==> src/rtl/cmd_encode_pkg.sv <==
// Shared types, widths and command codes for the 8-byte host command issuer.
package cmd_encode_pkg;

    localparam int unsigned BYTE_W  = 8;
    localparam int unsigned ADDR_W  = 24;
    localparam int unsigned DATA_W  = 16;
    localparam int unsigned FRAME_W = 64;
    localparam int unsigned TMO_W   = 20;
    localparam int unsigned BCNT_W  = 3;
    localparam int unsigned RLEN_W  = 2;

    // Action / target / mode codes shared with the responder (RS232_Command.h)
    localparam logic [BYTE_W-1:0] ACT_WRITE    = 8'h01;
    localparam logic [BYTE_W-1:0] ACT_READ     = 8'h02;
    localparam logic [BYTE_W-1:0] TGT_LED      = 8'hF0;
    localparam logic [BYTE_W-1:0] TGT_SDRAM    = 8'h1F;
    localparam logic [BYTE_W-1:0] TGT_FLASH    = 8'h0F;
    localparam logic [BYTE_W-1:0] MODE_NORMAL  = 8'h00;
    localparam logic [BYTE_W-1:0] MODE_DISPLAY = 8'h33;

    typedef enum logic [2:0] {
        ST_IDLE,
        ST_SEND,
        ST_GAP,
        ST_RSP,
        ST_DONE
    } state_t;

    // Field order equals wire order: action goes out first (MSB-first frame)
    typedef struct packed {
        logic [BYTE_W-1:0] action;
        logic [BYTE_W-1:0] target;
        logic [ADDR_W-1:0] addr;
        logic [DATA_W-1:0] data;
        logic [BYTE_W-1:0] mode;
    } cmd_frame_t;

    function automatic logic [RLEN_W-1:0] norm_rsp_len(input logic [RLEN_W-1:0] len);
        return (len == 2'd3) ? 2'd2 : len;
    endfunction

endpackage

==> src/rtl/cmd_encode_timeout_cnt.sv <==
// Response timeout counter: counts enabled cycles, flags the cycle the limit is reached.
module cmd_timeout_cnt
    import cmd_encode_pkg::*;
#(
    parameter int unsigned TIMEOUT_CYC = 1048575
) (
    input  logic iCLK,
    input  logic iRST_n,
    input  logic i_en,
    input  logic i_clr,
    output logic o_expire_c
);

    logic [TMO_W-1:0] r_cnt;

    always_ff @(posedge iCLK or negedge iRST_n) begin
        if (!iRST_n) begin
            r_cnt <= '0;
        end else if (i_clr) begin
            r_cnt <= '0;
        end else if (i_en) begin
            r_cnt <= r_cnt + TMO_W'(1);
        end
    end

    // A clear in the same cycle suppresses expiry, so a late byte always wins
    assign o_expire_c = i_en && !i_clr && (r_cnt == TMO_W'(TIMEOUT_CYC - 1));

endmodule

==> src/rtl/cmd_encode.sv <==
// Host command issuer: serializes one 64-bit command as 8 bytes, then gathers up to 2 response bytes.
module cmd_encode
    import cmd_encode_pkg::*;
#(
    parameter int unsigned TIMEOUT_CYC = 1048575
) (
    input  logic              iCLK,
    input  logic              iRST_n,
    input  logic              iReq,
    output logic              oAck,
    input  logic [BYTE_W-1:0] iAction,
    input  logic [BYTE_W-1:0] iTarget,
    input  logic [ADDR_W-1:0] iAddr,
    input  logic [DATA_W-1:0] iData,
    input  logic [BYTE_W-1:0] iMode,
    input  logic [RLEN_W-1:0] iRsp_Len,
    output logic [BYTE_W-1:0] oTXD_DATA,
    output logic              oTXD_Start,
    input  logic              iTXD_Done,
    input  logic [BYTE_W-1:0] iRXD_DATA,
    input  logic              iRXD_Ready,
    output logic [DATA_W-1:0] oRsp_DATA,
    output logic              oRsp_Valid,
    output logic              oTimeout,
    output logic              oBusy
);

    state_t             r_state;
    logic [FRAME_W-1:0] r_frame;
    logic [BCNT_W-1:0]  r_byte_cnt;
    logic [RLEN_W-1:0]  r_rsp_len;
    logic [RLEN_W-1:0]  r_rsp_cnt;
    logic [BYTE_W-1:0]  r_txd_data;
    logic               r_txd_start;
    logic [DATA_W-1:0]  r_rsp_data;
    logic               r_ack;
    logic               r_rsp_valid;
    logic               r_timeout;
    logic               r_busy;

    cmd_frame_t         w_cmd;
    logic [RLEN_W-1:0]  w_rsp_cnt_nxt;
    logic               w_tmo_en;
    logic               w_tmo_clr;
    logic               w_expire;

    assign w_cmd = '{action: iAction, target: iTarget, addr: iAddr, data: iData, mode: iMode};
    assign w_rsp_cnt_nxt = r_rsp_cnt + RLEN_W'(1);

    // Timeout window only runs in RSP and restarts on every received byte
    assign w_tmo_en  = (r_state == ST_RSP);
    assign w_tmo_clr = (r_state != ST_RSP) || iRXD_Ready;

    cmd_timeout_cnt #(
        .TIMEOUT_CYC (TIMEOUT_CYC)
    ) u_tmo (
        .iCLK       (iCLK),
        .iRST_n     (iRST_n),
        .i_en       (w_tmo_en),
        .i_clr      (w_tmo_clr),
        .o_expire_c (w_expire)
    );

    always_ff @(posedge iCLK or negedge iRST_n) begin
        if (!iRST_n) begin
            r_state     <= ST_IDLE;
            r_frame     <= '0;
            r_byte_cnt  <= '0;
            r_rsp_len   <= '0;
            r_rsp_cnt   <= '0;
            r_txd_data  <= '0;
            r_txd_start <= 1'b0;
            r_rsp_data  <= '0;
            r_ack       <= 1'b0;
            r_rsp_valid <= 1'b0;
            r_timeout   <= 1'b0;
            r_busy      <= 1'b0;
        end else begin
            r_ack       <= 1'b0;
            r_rsp_valid <= 1'b0;
            r_timeout   <= 1'b0;
            case (r_state)
                ST_IDLE: begin
                    if (iReq) begin
                        r_frame    <= w_cmd;
                        r_rsp_len  <= norm_rsp_len(iRsp_Len);
                        r_rsp_cnt  <= '0;
                        r_byte_cnt <= '0;
                        r_rsp_data <= '0;
                        r_ack      <= 1'b1;
                        r_busy     <= 1'b1;
                        r_state    <= ST_SEND;
                    end
                end
                ST_SEND: begin
                    if (!r_txd_start) begin
                        r_txd_start <= 1'b1;
                        r_txd_data  <= r_frame[FRAME_W-1 -: BYTE_W];
                    end else if (iTXD_Done) begin
                        r_txd_start <= 1'b0;
                        r_frame     <= {r_frame[FRAME_W-BYTE_W-1:0], BYTE_W'(0)};
                        r_byte_cnt  <= r_byte_cnt + BCNT_W'(1);
                        r_state     <= ST_GAP;
                    end
                end
                ST_GAP: begin
                    // Counter wrapped to 0 means all 8 bytes are out
                    if (r_byte_cnt == '0) begin
                        if (r_rsp_len != '0) begin
                            r_state <= ST_RSP;
                        end else begin
                            r_rsp_valid <= 1'b1;
                            r_busy      <= 1'b0;
                            r_state     <= ST_DONE;
                        end
                    end else begin
                        r_txd_start <= 1'b1;
                        r_txd_data  <= r_frame[FRAME_W-1 -: BYTE_W];
                        r_state     <= ST_SEND;
                    end
                end
                ST_RSP: begin
                    if (iRXD_Ready) begin
                        if (r_rsp_cnt == '0) begin
                            r_rsp_data[BYTE_W-1:0] <= iRXD_DATA;
                        end else begin
                            r_rsp_data[DATA_W-1:BYTE_W] <= iRXD_DATA;
                        end
                        r_rsp_cnt <= w_rsp_cnt_nxt;
                        if (w_rsp_cnt_nxt == r_rsp_len) begin
                            r_rsp_valid <= 1'b1;
                            r_busy      <= 1'b0;
                            r_state     <= ST_DONE;
                        end
                    end else if (w_expire) begin
                        r_timeout <= 1'b1;
                        r_busy    <= 1'b0;
                        r_state   <= ST_IDLE;
                    end
                end
                // Completion pulse is raised on entry, so DONE just returns home
                ST_DONE: r_state <= ST_IDLE;
                default: r_state <= ST_IDLE;
            endcase
        end
    end

    assign oAck       = r_ack;
    assign oTXD_DATA  = r_txd_data;
    assign oTXD_Start = r_txd_start;
    assign oRsp_DATA  = r_rsp_data;
    assign oRsp_Valid = r_rsp_valid;
    assign oTimeout   = r_timeout;
    assign oBusy      = r_busy;

endmodule

==> config.mk <==
export PLATFORM = sky130hd
export DESIGN_NAME = cmd_encode
export DESIGN_NICKNAME = d
export VERILOG_FILES = /design/src/rtl/cmd_encode_pkg.sv /design/src/rtl/cmd_encode_timeout_cnt.sv /design/src/rtl/cmd_encode.sv
export SDC_FILE = /design/constraint.sdc
export NUM_CORES = 1
export LEC_CHECK = 0
export CORE_MARGIN = 8
export CORE_UTILIZATION = 35
export CTS_CLUSTER_SIZE = 10
export DETAILED_ROUTE_END_ITERATION = 12
export PLACE_DENSITY = 0.66
export SYNTH_ARGS = -nofsm -noshare
export SYNTH_HDL_FRONTEND = slang
export SYNTH_SLANG_ARGS = --single-unit
==> constraint.sdc <==
create_clock -name iCLK -period 2.11 [get_ports iCLK]
set_clock_uncertainty 0.2 [all_clocks]
set_input_delay 0.422 -clock iCLK [delete_from_list [all_inputs] [get_ports iCLK]]
set_output_delay 0.422 -clock iCLK [all_outputs]
set_load 0.05 [all_outputs]
After elaboration in Yosys (flattened, before gate mapping) --
Cells that the tools add are included. Widths: inputs -> output; s select.
Operators by class: add/subtract/negate cells 3, eq/ne operators 19, multiplexer cells 52, reductions and logical operators 22
Operator list (number):
- $mux 64 | 3
- $pmux 64 s2 | 1
- $mux 20 | 2
- $mux 3 | 11
- $mux 16 | 2
- $mux 8 | 4
- $pmux 16 s2 | 1
- $add 20x1->20 const B | 1
- $eq 20x20->1 const B | 1
- $ne 2x2->1 const B | 10
- $mux 1 | 18
- $pmux 8 s2 | 1
- $pmux 3 s4 | 1
- $reduce_and 4->1 | 3
- $reduce_bool 2->1 | 5
- $eq 3x2->1 const B | 2
- $logic_not 3->1 | 2
- $mux 2 | 3
- $ne 3x3->1 const B | 2
- $pmux 3 s2 | 1
- $reduce_and 3->1 | 2
- $reduce_and 6->1 | 1
- $reduce_and 5->1 | 1
- $pmux 1 s2 | 2
- 14 further kinds | 16
Storage, ports and cells: flip-flop bits (word level) 123, bits of input ports 79, output and inout bits 29, word-level logic and storage cells 110

Longest topological paths before layout --
depth in word-level cells 8, gate-level depth with buffers 9, mapped depth without buffers 6

Modules after synthesis --
A second synthesis with hierarchy kept.
Unflattened totals: cells, all modules 523, area, all modules 5773.0 sq um
By module, submodules not included:
- cmd_encode | instances 1, cells an instance 413, area an instance 4699.5 sq um, sequential area each 2577.5 sq um
- cmd_timeout_cnt | instances 1, cells an instance 110, area an instance 1073.5 sq um, sequential area each 500.5 sq um

Worst setup path before layout --
Ideal clock, no wire load.
path kind register -> register, from register r_state[0], to register r_rsp_data[10] (netlist: oRsp_DATA[10]), setup time 121 ps, arrival time 1572 ps, data required time 1789 ps, setup slack 217 ps, stages on the path, launching flop included 6, buffers on the path 1, period minus slack after synthesis 1893 ps, cell sequence dfrtp_1 -> clkbuf_2 -> or3_2 -> a21oi_1 -> nor4_2 -> a22o_1
On the way: cells in the longest elaborated chain, start to end 3, elaborated cells on any way between the ends 8, those cells by class eq/ne (4); mux (1); reduce/logical (3)
Ends and longest elaborated chain:
- start, declared | RTL line cmd_encode.sv:28 | state_t r_state;
- start signal, assigned | RTL line cmd_encode.sv:66 | r_state <= ST_IDLE;
- start signal, assigned | RTL line cmd_encode.sv:92 | r_state <= ST_SEND;
- start signal, assigned | RTL line cmd_encode.sv:103 | r_state <= ST_GAP;
- $eq 3x2->1 / $logic_not 3->1 (equally long branches) | RTL line cmd_encode.sv:82 | case (r_state)
- $ne 2x2->1 (no source line) / $reduce_bool 2->1 (equally long branches)
- $reduce_and 4->1 (no source line)
- end signal, assigned by index | RTL line cmd_encode.sv:125 | r_rsp_data[BYTE_W-1:0] <= iRXD_DATA;
- end signal, assigned by index | RTL line cmd_encode.sv:127 | r_rsp_data[DATA_W-1:BYTE_W] <= iRXD_DATA;
- end, declared | RTL line cmd_encode.sv:35 | logic [DATA_W-1:0] r_rsp_data;
Several ways; a longest one is shown, not always the timed one. A chain may end at the register's enable or synchronous reset.

Final worst setup path --
from register u_tmo.r_cnt[0], to register u_tmo.r_cnt[12]
On the way: cells in the longest elaborated chain, start to end 3
Ends and longest elaborated chain:
- start, declared | RTL line cmd_encode_timeout_cnt.sv:14 | logic [TMO_W-1:0] r_cnt;
- start signal, assigned | RTL line cmd_encode_timeout_cnt.sv:22 | r_cnt <= r_cnt + TMO_W'(1);
- $add 20x1->20 | RTL line cmd_encode_timeout_cnt.sv:22
- $mux 20 | RTL line cmd_encode_timeout_cnt.sv:21 | end else if (i_en) begin
- $mux 20 | RTL line cmd_encode_timeout_cnt.sv:19 | end else if (i_clr) begin
Every way passes these cells. The select of a mux whose other input is x is not followed.

==> impl_metrics.sql <==
INSERT INTO impl_metrics (metric_group, metric, value, unit) VALUES
('die', 'io_pins', '108', ''),
('placed_design', 'gp_routability_congestion', '0.829', ''),
('placed_design', 'detailedPlacementHpwl', '10.5', 'mm'),
('layout', 'n_antenna_cell', '0', ''),
('synthesis', 'number_of_enable_type_register_cells_in_the_synthesized_netlist', '0', ''),
('grt', 'grt_first_pass_wirelength', '23.4', 'mm'),
('run', 'total_of_max_cap_violations', '0', ''),
('timing', 'postLayoutSetupSlackWorst', '114', 'ps'),
('grt', 'largest_net_degree_at_the_start_of_global_routing', '49', ''),
('worst_setup_path', 'r2r-start', 'u_tmo.r_cnt[0]$_DFFE_PN0P_', ''),
('placed_design', 'io_buffers', '107', ''),
('power', 'cellLeakagePower', '3.46', 'nW'),
('clocking', 'clock_buffers_created_by_tritoncts', '17', ''),
('routing', 'totalWireLength', '14.5', 'mm'),
('routing', 'ant_nets', '0', ''),
('placed_design', 'placed_cells_incl_taps', '867', ''),
('die', 'core-area', '15900', 'um2'),
('routing', 'wire_per_inst', '16.1', 'um'),
('die', 'die_height', '143', 'um'),
('worst_setup_path', 'reg2reg_capture_point', 'u_tmo.r_cnt[12]$_DFFE_PN0P_', ''),
('layout', 'fin_area', '7790', 'um2'),
('layout', 'layout-drive-gt1-share', '17.0', '%'),
('routing', 'detailroute.via_count', '4515', ''),
('layout', 'nets', '755', ''),
('synthesis', 'yosys.cell_count.top_type', 'sky130_fd_sc_hd__dfrtp_1', ''),
('synthesis', 'synthFlopType', 'sky130_fd_sc_hd__dfrtp_1', ''),
('worst_setup_path', 'crit_arrival', '2140', 'ps'),
('layout', 'area_growth_from_synthesis_to_layout', '37.1', '%'),
('synthesis', 'postSynthCellCount', '542', ''),
('synthesis', 'syn_area', '5690', 'um2'),
('synthesis', 'ys_seq_elements', '123', ''),
('timing', 'final.min_clock_period', '2000', 'ps'),
('synthesis', 'synth_warnings', '0', ''),
('worst_setup_path', 'rrSetupSlack', '110', 'ps'),
('worst_setup_path', 'setup_crit_start_kind', 'flop', ''),
('die', 'initial_core_util', '35.8', '%'),
('timing', 'worst_hold_slack', '266', 'ps'),
('timing', 'relSlewSlack', '51.5', '%'),
('grt', 'grt_pass1_vias', '4707', ''),
('power', 'worst_ir_drop_vdd', '0.804', 'mV'),
('clocking', 'worst_skew_pair.late_latency', '420', 'ps'),
('synthesis', 'synth-async-reset-ratio', '100', '%'),
('grt', 'groute.usage.overall', '14.5', '%'),
('layout', 'final_cell_count_no_fill', '900', ''),
('synthesis', 'post_synth_main_area_contributors', 'sky130_fd_sc_hd__dfrtp_1 (54%), sky130_fd_sc_hd__mux2i_1 (10%), sky130_fd_sc_hd__o21ai_0 (6.6%)', ''),
('synthesis', 'part_of_the_yosys_area_used_for_sequential_elements', '54.1', '%'),
('routing', 'dr.first_iter.drc_count', '264', ''),
('grt', 'grt_antenna_before_repair', '0', ''),
('timing', 'drv_slew', '0', ''),
('routing', 'via_per_inst', '5.02', ''),
('routing', 'first_pass_drt_iterations', '4', ''),
('synthesis', 'synth_common_cells', 'sky130_fd_sc_hd__dfrtp_1 (123), sky130_fd_sc_hd__nand2_1 (91), sky130_fd_sc_hd__o21ai_0 (75)', ''),
('placed_design', 'detailed_place.area', '7160', 'um2'),
('timing', 'finalCritPeriodShare', '94.6', '%'),
('worst_setup_path', 'path_class', 'flop to flop', ''),
('die', 'row_count', '46', ''),
('die', 'fp.dieArea', '20600', 'um2'),
('power', 'power-per-cell-area', '1520', 'nW/um2'),
('clocking', 'cts-htree-levels', '4', ''),
('routing', 'detail_route.drc_violations', '0', ''),
('run_status', 'outcome', 'finished clean', ''),
('die', 'die_width', '143', 'um'),
('timing', 'finalSetupViolCount', '0', ''),
('worst_setup_path', 'cp-end-kind', 'flop', ''),
('worst_hold_path', 'worstHoldPathType', 'input pin to asynchronous set/reset pin', ''),
('synthesis', 'synthDistinctLibCells', '54', ''),
('clocking', 'post_cts.repair.setup_buffers', '0', ''),
('clocking', 'clk_pin_slew_worst_paths', '60', 'ps'),
('worst_setup_path', 'r2r.worst_path.cells', '4', ''),
('synthesis', 'synth_top_area_share', '54.1', '%'),
('timing', 'unrepaired_setup_endpoints_after_global_routing', 'no', '');
==> registers in the layout, summed over array words and instances (netlist names), 2 cells and up <==
signal and cells:
u_tmo.r_cnt 20, r_rsp_len 2, oRsp_DATA 16, r_state 3
oTXD_DATA 8, r_byte_cnt 3, r_frame 64, r_rsp_cnt 2
==> report_power, final <==
group / leakage, nW / total (W) / switching [W] / internal, W
clock network: 0.292 / 0.00296 / 0.00107 / 0.00189
registers: 1.60 / 0.00378 / 0.000547 / 0.00323
logic: 1.57 / 0.00512 / 0.00292 / 0.00220
total: 3.46 / 0.0119 / 0.00455 / 0.00732
==> area by class of cell <==
cell class                 instances  area, um2  share of cell area (%)
clock buffer                      18        439                    5.63
clock inverter                    14        171                    2.20
inverter                          12       45.0                   0.578
multi-input combinational        376       2420                    31.1
sequential                       123       3080                    39.5
tap                              216        270                    3.47
timing repair buffer             141       1370                    17.5
==> worst max-delay path, cell delays in order (launching register included) <==
cell and delay [ps]:
sky130_fd_sc_hd__dfrtp_1 480, sky130_fd_sc_hd__ha_1 350, sky130_fd_sc_hd__nand4_1 260, sky130_fd_sc_hd__or3_2 470, sky130_fd_sc_hd__a21oi_1 160
==> routing by layer <==
metal  global-route usage, %  vias to the layer above  share of wire (%)
met5                       0                        -                  0
met4                    5.64                        0                1.7
met3                    4.94                       19                7.0
met2                    22.7                      127                 46
met1                    18.1                     2194                 45
li1                        -                     2175                  -
==> cell usage in the layout (no fill, tap or decap), types with 2 or more instances in the layout <==
master                            instances
sky130_fd_sc_hd__nor4_1                   4
sky130_fd_sc_hd__nand3_1                 13
sky130_fd_sc_hd__or3_1                    6
sky130_fd_sc_hd__dfrtp_1                122
sky130_fd_sc_hd__bufinv_16                3
sky130_fd_sc_hd__or3_2                    2
sky130_fd_sc_hd__nand3b_1                 2
sky130_fd_sc_hd__clkinv_2                 3
sky130_fd_sc_hd__buf_4                   54
sky130_fd_sc_hd__nand2_1                 91
sky130_fd_sc_hd__a32oi_1                  2
sky130_fd_sc_hd__a21oi_1                 13
sky130_fd_sc_hd__nor3_1                   5
sky130_fd_sc_hd__inv_1                   11
sky130_fd_sc_hd__mux2_2                   8
sky130_fd_sc_hd__nand2b_1                 5
sky130_fd_sc_hd__ha_1                     5
sky130_fd_sc_hd__and4_1                   2
sky130_fd_sc_hd__clkinv_4                 4
sky130_fd_sc_hd__mux2i_1                 57
sky130_fd_sc_hd__and3_1                   4
sky130_fd_sc_hd__o21ai_0                 75
sky130_fd_sc_hd__nor2_1                  19
sky130_fd_sc_hd__clkbuf_16               17
sky130_fd_sc_hd__clkinvlp_4               3
sky130_fd_sc_hd__a22o_1                  18
sky130_fd_sc_hd__clkdlybuf4s50_1         77
sky130_fd_sc_hd__nand4_1                  7
sky130_fd_sc_hd__buf_12                   9
sky130_fd_sc_hd__o2111ai_1                2
sky130_fd_sc_hd__xor2_1                   7
sky130_fd_sc_hd__xnor2_1                  6
==> logic make-up (layout without fill, tap and decap cells) <==
kind of cell / count (synthesis) / in the layout / synth area share (%)
AND/OR/NAND/NOR: 171 / 171 / 14.2
flip-flops: 123 / 123 / 54.1
AO/OA/AOI/OAI: 122 / 122 / 13.1
multiplexers: 65 / 65 / 11.6
buffers and inverters: 43 / 185 / 3.83
XOR/XNOR: 13 / 13 / 2.00
adder cells (fa/ha/maj): 5 / 5 / 1.10
==> metrics by stage <==
stage / util (%) / TNS, ps / total power [W]
after floorplan: - / 0 / 0.00724
after global placement: 45.1 / -800 / 0.00878
after detailed placement: 45.1 / -1420 / 0.00896
after CTS: 49.0 / 0 / 0.0120
after global routing: 49.1 / 0 / 0.0126
final: 49.1 / 0 / 0.0119
==> timing repair <==
| item | in CTS | in global routing |
|---|---|---|
| hold buffers | 1 | 0 |
| hold endpoints to repair | 22 | 0 |
| gates resized for setup | 0 | 3 |
| endpoints found under the setup margin | 0 | 4 |
==> how the worst max path moves through the flow <==
stage | from | end | slack, ps | cells after the start
finish | u_tmo.r_cnt[0]$_DFFE_PN0P_ | u_tmo.r_cnt[12]$_DFFE_PN0P_ | 110 | 4
floorplan | r_state[0]$_DFFE_PN0P_ | oRsp_DATA[10]$_DFFE_PN0P_ | 220 | 5
detailed placement | iReq | oRsp_DATA[10]$_DFFE_PN0P_ | -140 | 5
global placement | iReq | oRsp_DATA[9]$_DFFE_PN0P_ | -80 | 5
CTS | u_tmo.r_cnt[14]$_DFFE_PN0P_ | r_state[0]$_DFFE_PN0P_ | 60 | 4
global route | u_tmo.r_cnt[0]$_DFFE_PN0P_ | u_tmo.r_cnt[12]$_DFFE_PN0P_ | 0.1 | 4
No activity file was read; power rests on OpenSTA's default activity.
